### src/rtl/adpll_phase_detector_n.sv
// adpll_phase_detector_n
//   Measures the signed time between rising edges of ref_clk_i and gen_clk_i,
//   counted in fpga_clk_i cycles, for the ADPLL loop filter. It also flags
//   saturated measurements and cycle slips, and can optionally report lock.
//
// Optional feature: define PHDET_LOCK_DETECT_EN to build the lock detector.
//   Without it, locked_o is tied to 0.
//
// Ports:
//   fpga_clk_i     sampling/system clock
//   reset_n_i      asynchronous active-low reset
//   enable_i       measurement enable
//   ref_clk_i      reference clock (asynchronous)
//   gen_clk_i      DCO clock (asynchronous)
//   error_o        signed phase error, positive = gen lags ref, range +-MAX
//   error_valid_o  one-cycle strobe: error_o updated
//   overflow_o     valid with error_valid_o: magnitude clipped to MAX
//   slip_o         one-cycle pulse: leading edge repeated before its partner
//   locked_o       lock indication
module adpll_phase_detector_n #(
    parameter int ERR_W       = 8,
    parameter int SYNC_STAGES = 2,
    parameter int LOCK_THRESH = 2,
    parameter int LOCK_COUNT  = 16
) (
    input  logic             fpga_clk_i,
    input  logic             reset_n_i,
    input  logic             enable_i,
    input  logic             ref_clk_i,
    input  logic             gen_clk_i,
    output logic [ERR_W-1:0] error_o,
    output logic             error_valid_o,
    output logic             overflow_o,
    output logic             slip_o,
    output logic             locked_o
);
    // The magnitude never needs the sign bit, so it lives in ERR_W-1 bits.
    // Its all-ones value is MAX, which keeps the output range symmetric.
    localparam int CW = ERR_W - 1;
    localparam logic [CW-1:0] MAX = {CW{1'b1}};

    typedef enum logic [1:0] {IDLE, REF_LEAD, GEN_LEAD} state_t;

    // ---------------- synchronisers and edge detectors ----------------
    // Both inputs see the same SYNC_STAGES+1 latency, so the relative timing
    // of the two detected edges matches that of the raw edges.
    logic [SYNC_STAGES-1:0] ref_sync, gen_sync;
    logic                   ref_dly, gen_dly;
    logic                   ref_edge, gen_edge;

    always_ff @(posedge fpga_clk_i or negedge reset_n_i) begin
        if (!reset_n_i) begin
            ref_sync <= '0;
            gen_sync <= '0;
            ref_dly  <= 1'b0;
            gen_dly  <= 1'b0;
        end else begin
            ref_sync <= {ref_sync[SYNC_STAGES-2:0], ref_clk_i};
            gen_sync <= {gen_sync[SYNC_STAGES-2:0], gen_clk_i};
            ref_dly  <= ref_sync[SYNC_STAGES-1];
            gen_dly  <= gen_sync[SYNC_STAGES-1];
        end
    end

    assign ref_edge = ref_sync[SYNC_STAGES-1] & ~ref_dly;
    assign gen_edge = gen_sync[SYNC_STAGES-1] & ~gen_dly;

    // ---------------- measurement FSM ----------------
    state_t        state, state_nxt;
    logic [CW-1:0] cnt, cnt_nxt, cnt_inc;
    logic          done;      // measurement completes this cycle
    logic [CW-1:0] mag;
    logic          neg;
    logic          ovf;
    logic          slip_nxt;

    always_ff @(posedge fpga_clk_i or negedge reset_n_i) begin
        if (!reset_n_i) begin
            state <= IDLE;
            cnt   <= '0;
        end else begin
            state <= state_nxt;
            cnt   <= cnt_nxt;
        end
    end

    // cnt holds (cycles since the leading edge - 1), so counter+1 is the
    // edge-to-edge distance. Clipping is only possible once cnt sits at MAX.
    assign cnt_inc = (cnt == MAX) ? MAX : cnt + 1'b1;

    always_comb begin
        state_nxt = state;
        cnt_nxt   = cnt;
        done      = 1'b0;
        mag       = '0;
        neg       = 1'b0;
        ovf       = 1'b0;
        slip_nxt  = 1'b0;
        if (!enable_i) begin
            state_nxt = IDLE;
            cnt_nxt   = '0;
        end else begin
            case (state)
                IDLE: begin
                    if (ref_edge && gen_edge) begin
                        done = 1'b1;
                    end else if (ref_edge) begin
                        state_nxt = REF_LEAD;
                        cnt_nxt   = '0;
                    end else if (gen_edge) begin
                        state_nxt = GEN_LEAD;
                        cnt_nxt   = '0;
                    end
                end
                REF_LEAD, GEN_LEAD: begin
                    // The partner edge wins over a simultaneous repeated
                    // leading edge; the leading edge is simply dropped.
                    if ((state == REF_LEAD) ? gen_edge : ref_edge) begin
                        done      = 1'b1;
                        mag       = cnt_inc;
                        ovf       = (cnt == MAX);
                        neg       = (state == GEN_LEAD);
                        state_nxt = IDLE;
                        cnt_nxt   = '0;
                    end else if ((state == REF_LEAD) ? ref_edge : gen_edge) begin
                        slip_nxt = 1'b1;
                        cnt_nxt  = '0;
                    end else begin
                        cnt_nxt = cnt_inc;
                    end
                end
                default: begin
                    state_nxt = IDLE;
                    cnt_nxt   = '0;
                end
            endcase
        end
    end

    // ---------------- registered outputs ----------------
    logic [ERR_W-1:0] mag_ext;
    logic [ERR_W-1:0] err_nxt;

    assign mag_ext = {1'b0, mag};
    assign err_nxt = neg ? -mag_ext : mag_ext;

    always_ff @(posedge fpga_clk_i or negedge reset_n_i) begin
        if (!reset_n_i) begin
            error_o       <= '0;
            error_valid_o <= 1'b0;
            overflow_o    <= 1'b0;
            slip_o        <= 1'b0;
        end else begin
            error_valid_o <= done;
            overflow_o    <= done & ovf;
            slip_o        <= slip_nxt;
            if (done) error_o <= err_nxt;
        end
    end

    // ---------------- optional lock detector ----------------
`ifdef PHDET_LOCK_DETECT_EN
    localparam int LW = $clog2(LOCK_COUNT + 1);
    localparam logic [LW-1:0] LCNT = LW'(LOCK_COUNT);
    localparam logic [CW-1:0] THR  = CW'(LOCK_THRESH);

    logic [LW-1:0] lock_cnt, lock_inc;

    assign lock_inc = (lock_cnt == LCNT) ? LCNT : lock_cnt + 1'b1;

    // Updated on the same edge as error_valid_o, so locked_o changes in the
    // very cycle the qualifying (or disqualifying) sample is presented.
    always_ff @(posedge fpga_clk_i or negedge reset_n_i) begin
        if (!reset_n_i) begin
            lock_cnt <= '0;
            locked_o <= 1'b0;
        end else if (done) begin
            if (ovf || (mag > THR)) begin
                lock_cnt <= '0;
                locked_o <= 1'b0;
            end else begin
                lock_cnt <= lock_inc;
                locked_o <= (lock_inc == LCNT);
            end
        end else if (slip_nxt) begin
            lock_cnt <= '0;
            locked_o <= 1'b0;
        end
    end
`else
    assign locked_o = 1'b0;
`endif

endmodule
### config.mk
export PLATFORM = sky130hd
export DESIGN_NAME = adpll_phase_detector_n
export DESIGN_NICKNAME = d
export VERILOG_FILES = /design/src/rtl/adpll_phase_detector_n.sv
export SDC_FILE = /design/constraint.sdc
export NUM_CORES = 1
export LEC_CHECK = 0
export CAP_MARGIN = 10
export CELL_PAD_IN_SITES_DETAIL_PLACEMENT = 0
export CELL_PAD_IN_SITES_GLOBAL_PLACEMENT = 1
export CORE_ASPECT_RATIO = 0.6
export CORE_UTILIZATION = 30
export DETAILED_ROUTE_END_ITERATION = 10
export DONT_BUFFER_PORTS = 1
export PLACE_DENSITY = 0.64
export SYNTH_ARGS = -nofsm -noshare
export SYNTH_HDL_FRONTEND = slang
export SYNTH_SLANG_ARGS = --single-unit
### constraint.sdc
create_clock -name fpga_clk_i -period 4.8 [get_ports fpga_clk_i]
set_input_delay 0.96 -clock fpga_clk_i [delete_from_list [all_inputs] [get_ports fpga_clk_i]]
set_output_delay 0.96 -clock fpga_clk_i [all_outputs]
set_load 0.02 [all_outputs]
==> impl_metrics.yaml <==
synth:
  synthCells: 154
  synthArstFlopShare_pct: 100
  synth_top_area_cell: "dfrtp_1"
  synth_flop_cell: "dfrtp_1"
  ys_seq_elements: 26
  synth_common_cells: "26 x dfrtp_1, 20 x nand2_1, 9 x nor2_1, 9 x o21ai_0"
  ys_types: 50
  avgSynthCellArea_um2: 9.57
  yosysMostFrequentCell: "dfrtp_1"
  synth_edf_count: 0
  ys_seq_area_share_pct: 44.1
  yosysWarnings: 0
  syn_nets: 165
  synthTopCellsByArea: "dfrtp_1 44%, ha_1 5.1%, nand2_1 5.1%"
  synth_top_area_share_pct: 44.1
  netlist_area_mm2: 0.00147
pwr:
  powerDensity_mw_per_mm2: 305
  irDropWorstVdd_mv: 0.112
  leakagePower_nw: 0.635
worst_hold_path:
  hp-class: "reg -> reg"
timing:
  fin_ws_ns: 2.25
  period_share_pct: 53.2
  clock_skew_ns: 0.00649
  rsz0062_at_grt: "no"
  finalSetupViolations: 0
  report.final.slew_viol_count: 0
  min_period_ns: 2.55
  final-hold-violation-count: 0
  relSlewSlack_pct: 45.5
  fmax_mhz: 392
  worst_pin_slew_ns: 0.812
  final.setup.tns_ns: 0
drt:
  wl_met3_um: 179
  vias: 1077
  vias_per_cell: 5.06
  wl_per_cell_um: 14.6
  wl_met1_um: 1730
  route.met2.wl_um: 1190
  first_pass_iters: 4
  highest_layer: "met4"
  wirelength_um: 3110
  first_iter_violations: 92
  ant_nets: 0
  drc_errors: 0
placed_design:
  dp_slack_ns: 2.25
  gp_congestion: 0.821
  numPortBuffers: 0
  hpwl_um: 2380
critical_path:
  path_max_fanout: 4
  start_kind: "register"
  cp_data_required_time_ns: 4.99
  crit_chain: "inv_1 -> ha_1 -> or3b_4 -> a211oi_4 -> nand2_1 -> ha_1 -> inv_1 -> nor3_1 -> a311o_1 -> o221ai_2"
  path_buf_inv: 2
  cp_slowest_stage_delay_ns: 0.42
  crit_path_end_kind: "register"
  cp_top_family: "compound AO/OA/AOI/OAI gates"
  cpMaxStageDelayCell: "or3b_4"
  crit_arrival_ns: 2.74
  path_class: "reg -> reg"
layout:
  diodes: 0
  final_nets: 163
  layout-drive-gt1-share_pct: 8.67
  final_util_pct: 33.4
  area_growth_pct: 5.18
floorplan:
  die_h_um: 56.3
  dieArea_mm2: 0.00521
  coreArea_mm2: 0.00464
  rows: 19
  die_w_um: 92.5
  pin_count: 17
  initial_core_util_pct: 31.8
clock_tree:
  clkSinkCount: 26
  cts_buffer_depth: 2
  cts-root-buf: "clkbuf_8"
  post_cts_buffers: 0
  clk_latency_ns: 0.27
  numCtsBuffers: 3
  htree_levels: 1
  cts-resized-gates: 0
  tritoncts: "built"
  path_clk_slew_ns: 0.09
  cts_hold_buffers: 0
outcome:
  status: "completed"
global_routing:
  grt_max_degree: 27
  grt_pass1_wl_um: 5180
  gr-total-overflow: 0
  grt_pass1_vias: 1022
  antenna_found_initial: 0
  gr-usage-all-layers_pct: 12.9
job:
  cap_violations: 0
## area by class of cell
| cell class | instances | area [µm²] |
|---|---|---|
| flip-flops and latches | 26 | 651 |
| inverters | 7 | 26.3 |
| well taps | 63 | 78.8 |
| fillers | 483 | 3090 |
| multi-input cells | 114 | 753 |
| clock buffers | 3 | 41.3 |
## flip-flops by register name, summed over array words and instances (netlist names)
| register | cells |
|---|---|
| gen_sync | 2 |
| overflow_o | 1 |
| state | 2 |
| slip_o | 1 |
| ref_sync | 2 |
| error_o | 8 |
| gen_dly | 1 |
| error_valid_o | 1 |
| cnt | 7 |
| ref_dly | 1 |
## final timing paths
check / depth (start not counted) / start / endpoint / slack [ns]
max: 10 / state[1] / error_o[6] / 2.25
min: 0 / ref_sync[0] / ref_sync[1] / 0.35
max reg2reg: 10 / state[1] / error_o[6] / 2.25
min reg2reg: 0 / ref_sync[0] / ref_sync[1] / 0.35
max in group asynchronous: 0 / reset_n_i / gen_sync[0] / 4.34
min in group asynchronous: 0 / reset_n_i / error_o[2] / 0.37
## placed cells by master (no fill, tap or decap), types with 2 or more instances in the layout
cell      instances
o21ai_1           2
nor2b_1           3
o21ai_0           9
o41ai_1           2
nor3_1            2
o31ai_1           2
a31oi_1           2
dfrtp_1          26
a32o_1            2
nor2_1            9
inv_1             7
xnor2_1           4
nand2_1          20
ha_1              6
a22o_1            3
nand4_1           2
clkbuf_8          3
nand3_1           5
o211ai_1          2
and3_1            4
a21oi_1           7
and2_1            3
## metrics by stage
stage	power, W	hold WS [ns]	cell area [µm²]	instances
finish	0.000473	0.353	1550	213
global route	0.000502	0.358	1550	213
CTS	0.000480	0.356	1550	213
detailed placement	0.000354	0.335	1510	210
global placement	0.000353	0.332	1510	210
floorplan	0.000338	0.331	1470	154
## layer usage
layer	track usage, %	vias to the layer above
li1	-	543
met1	20.3	499
met2	16.9	33
met3	4.07	2
met4	2.46	0
met5	0	-
## logic make-up after synthesis
group | share of synthesized area, %
other | 0.254
AOI/OAI and AO/OA | 19.2
buffers and inverters | 4.75
and+or+nand+nor | 22.2
adders and majority gates | 5.09
xor gates and xnor gates | 2.97
DFF | 44.1
muxes | 1.44
## power by group
part | total [W] | switching [W] | internal [W]
Sequential | 0.000252 | 0.0000193 | 0.000233
Combinational | 0.0000978 | 0.0000621 | 0.0000357
Clock | 0.000123 | 0.0000664 | 0.0000562
Total | 0.000473 | 0.000148 | 0.000325
No activity file was read; power rests on OpenSTA's default activity.
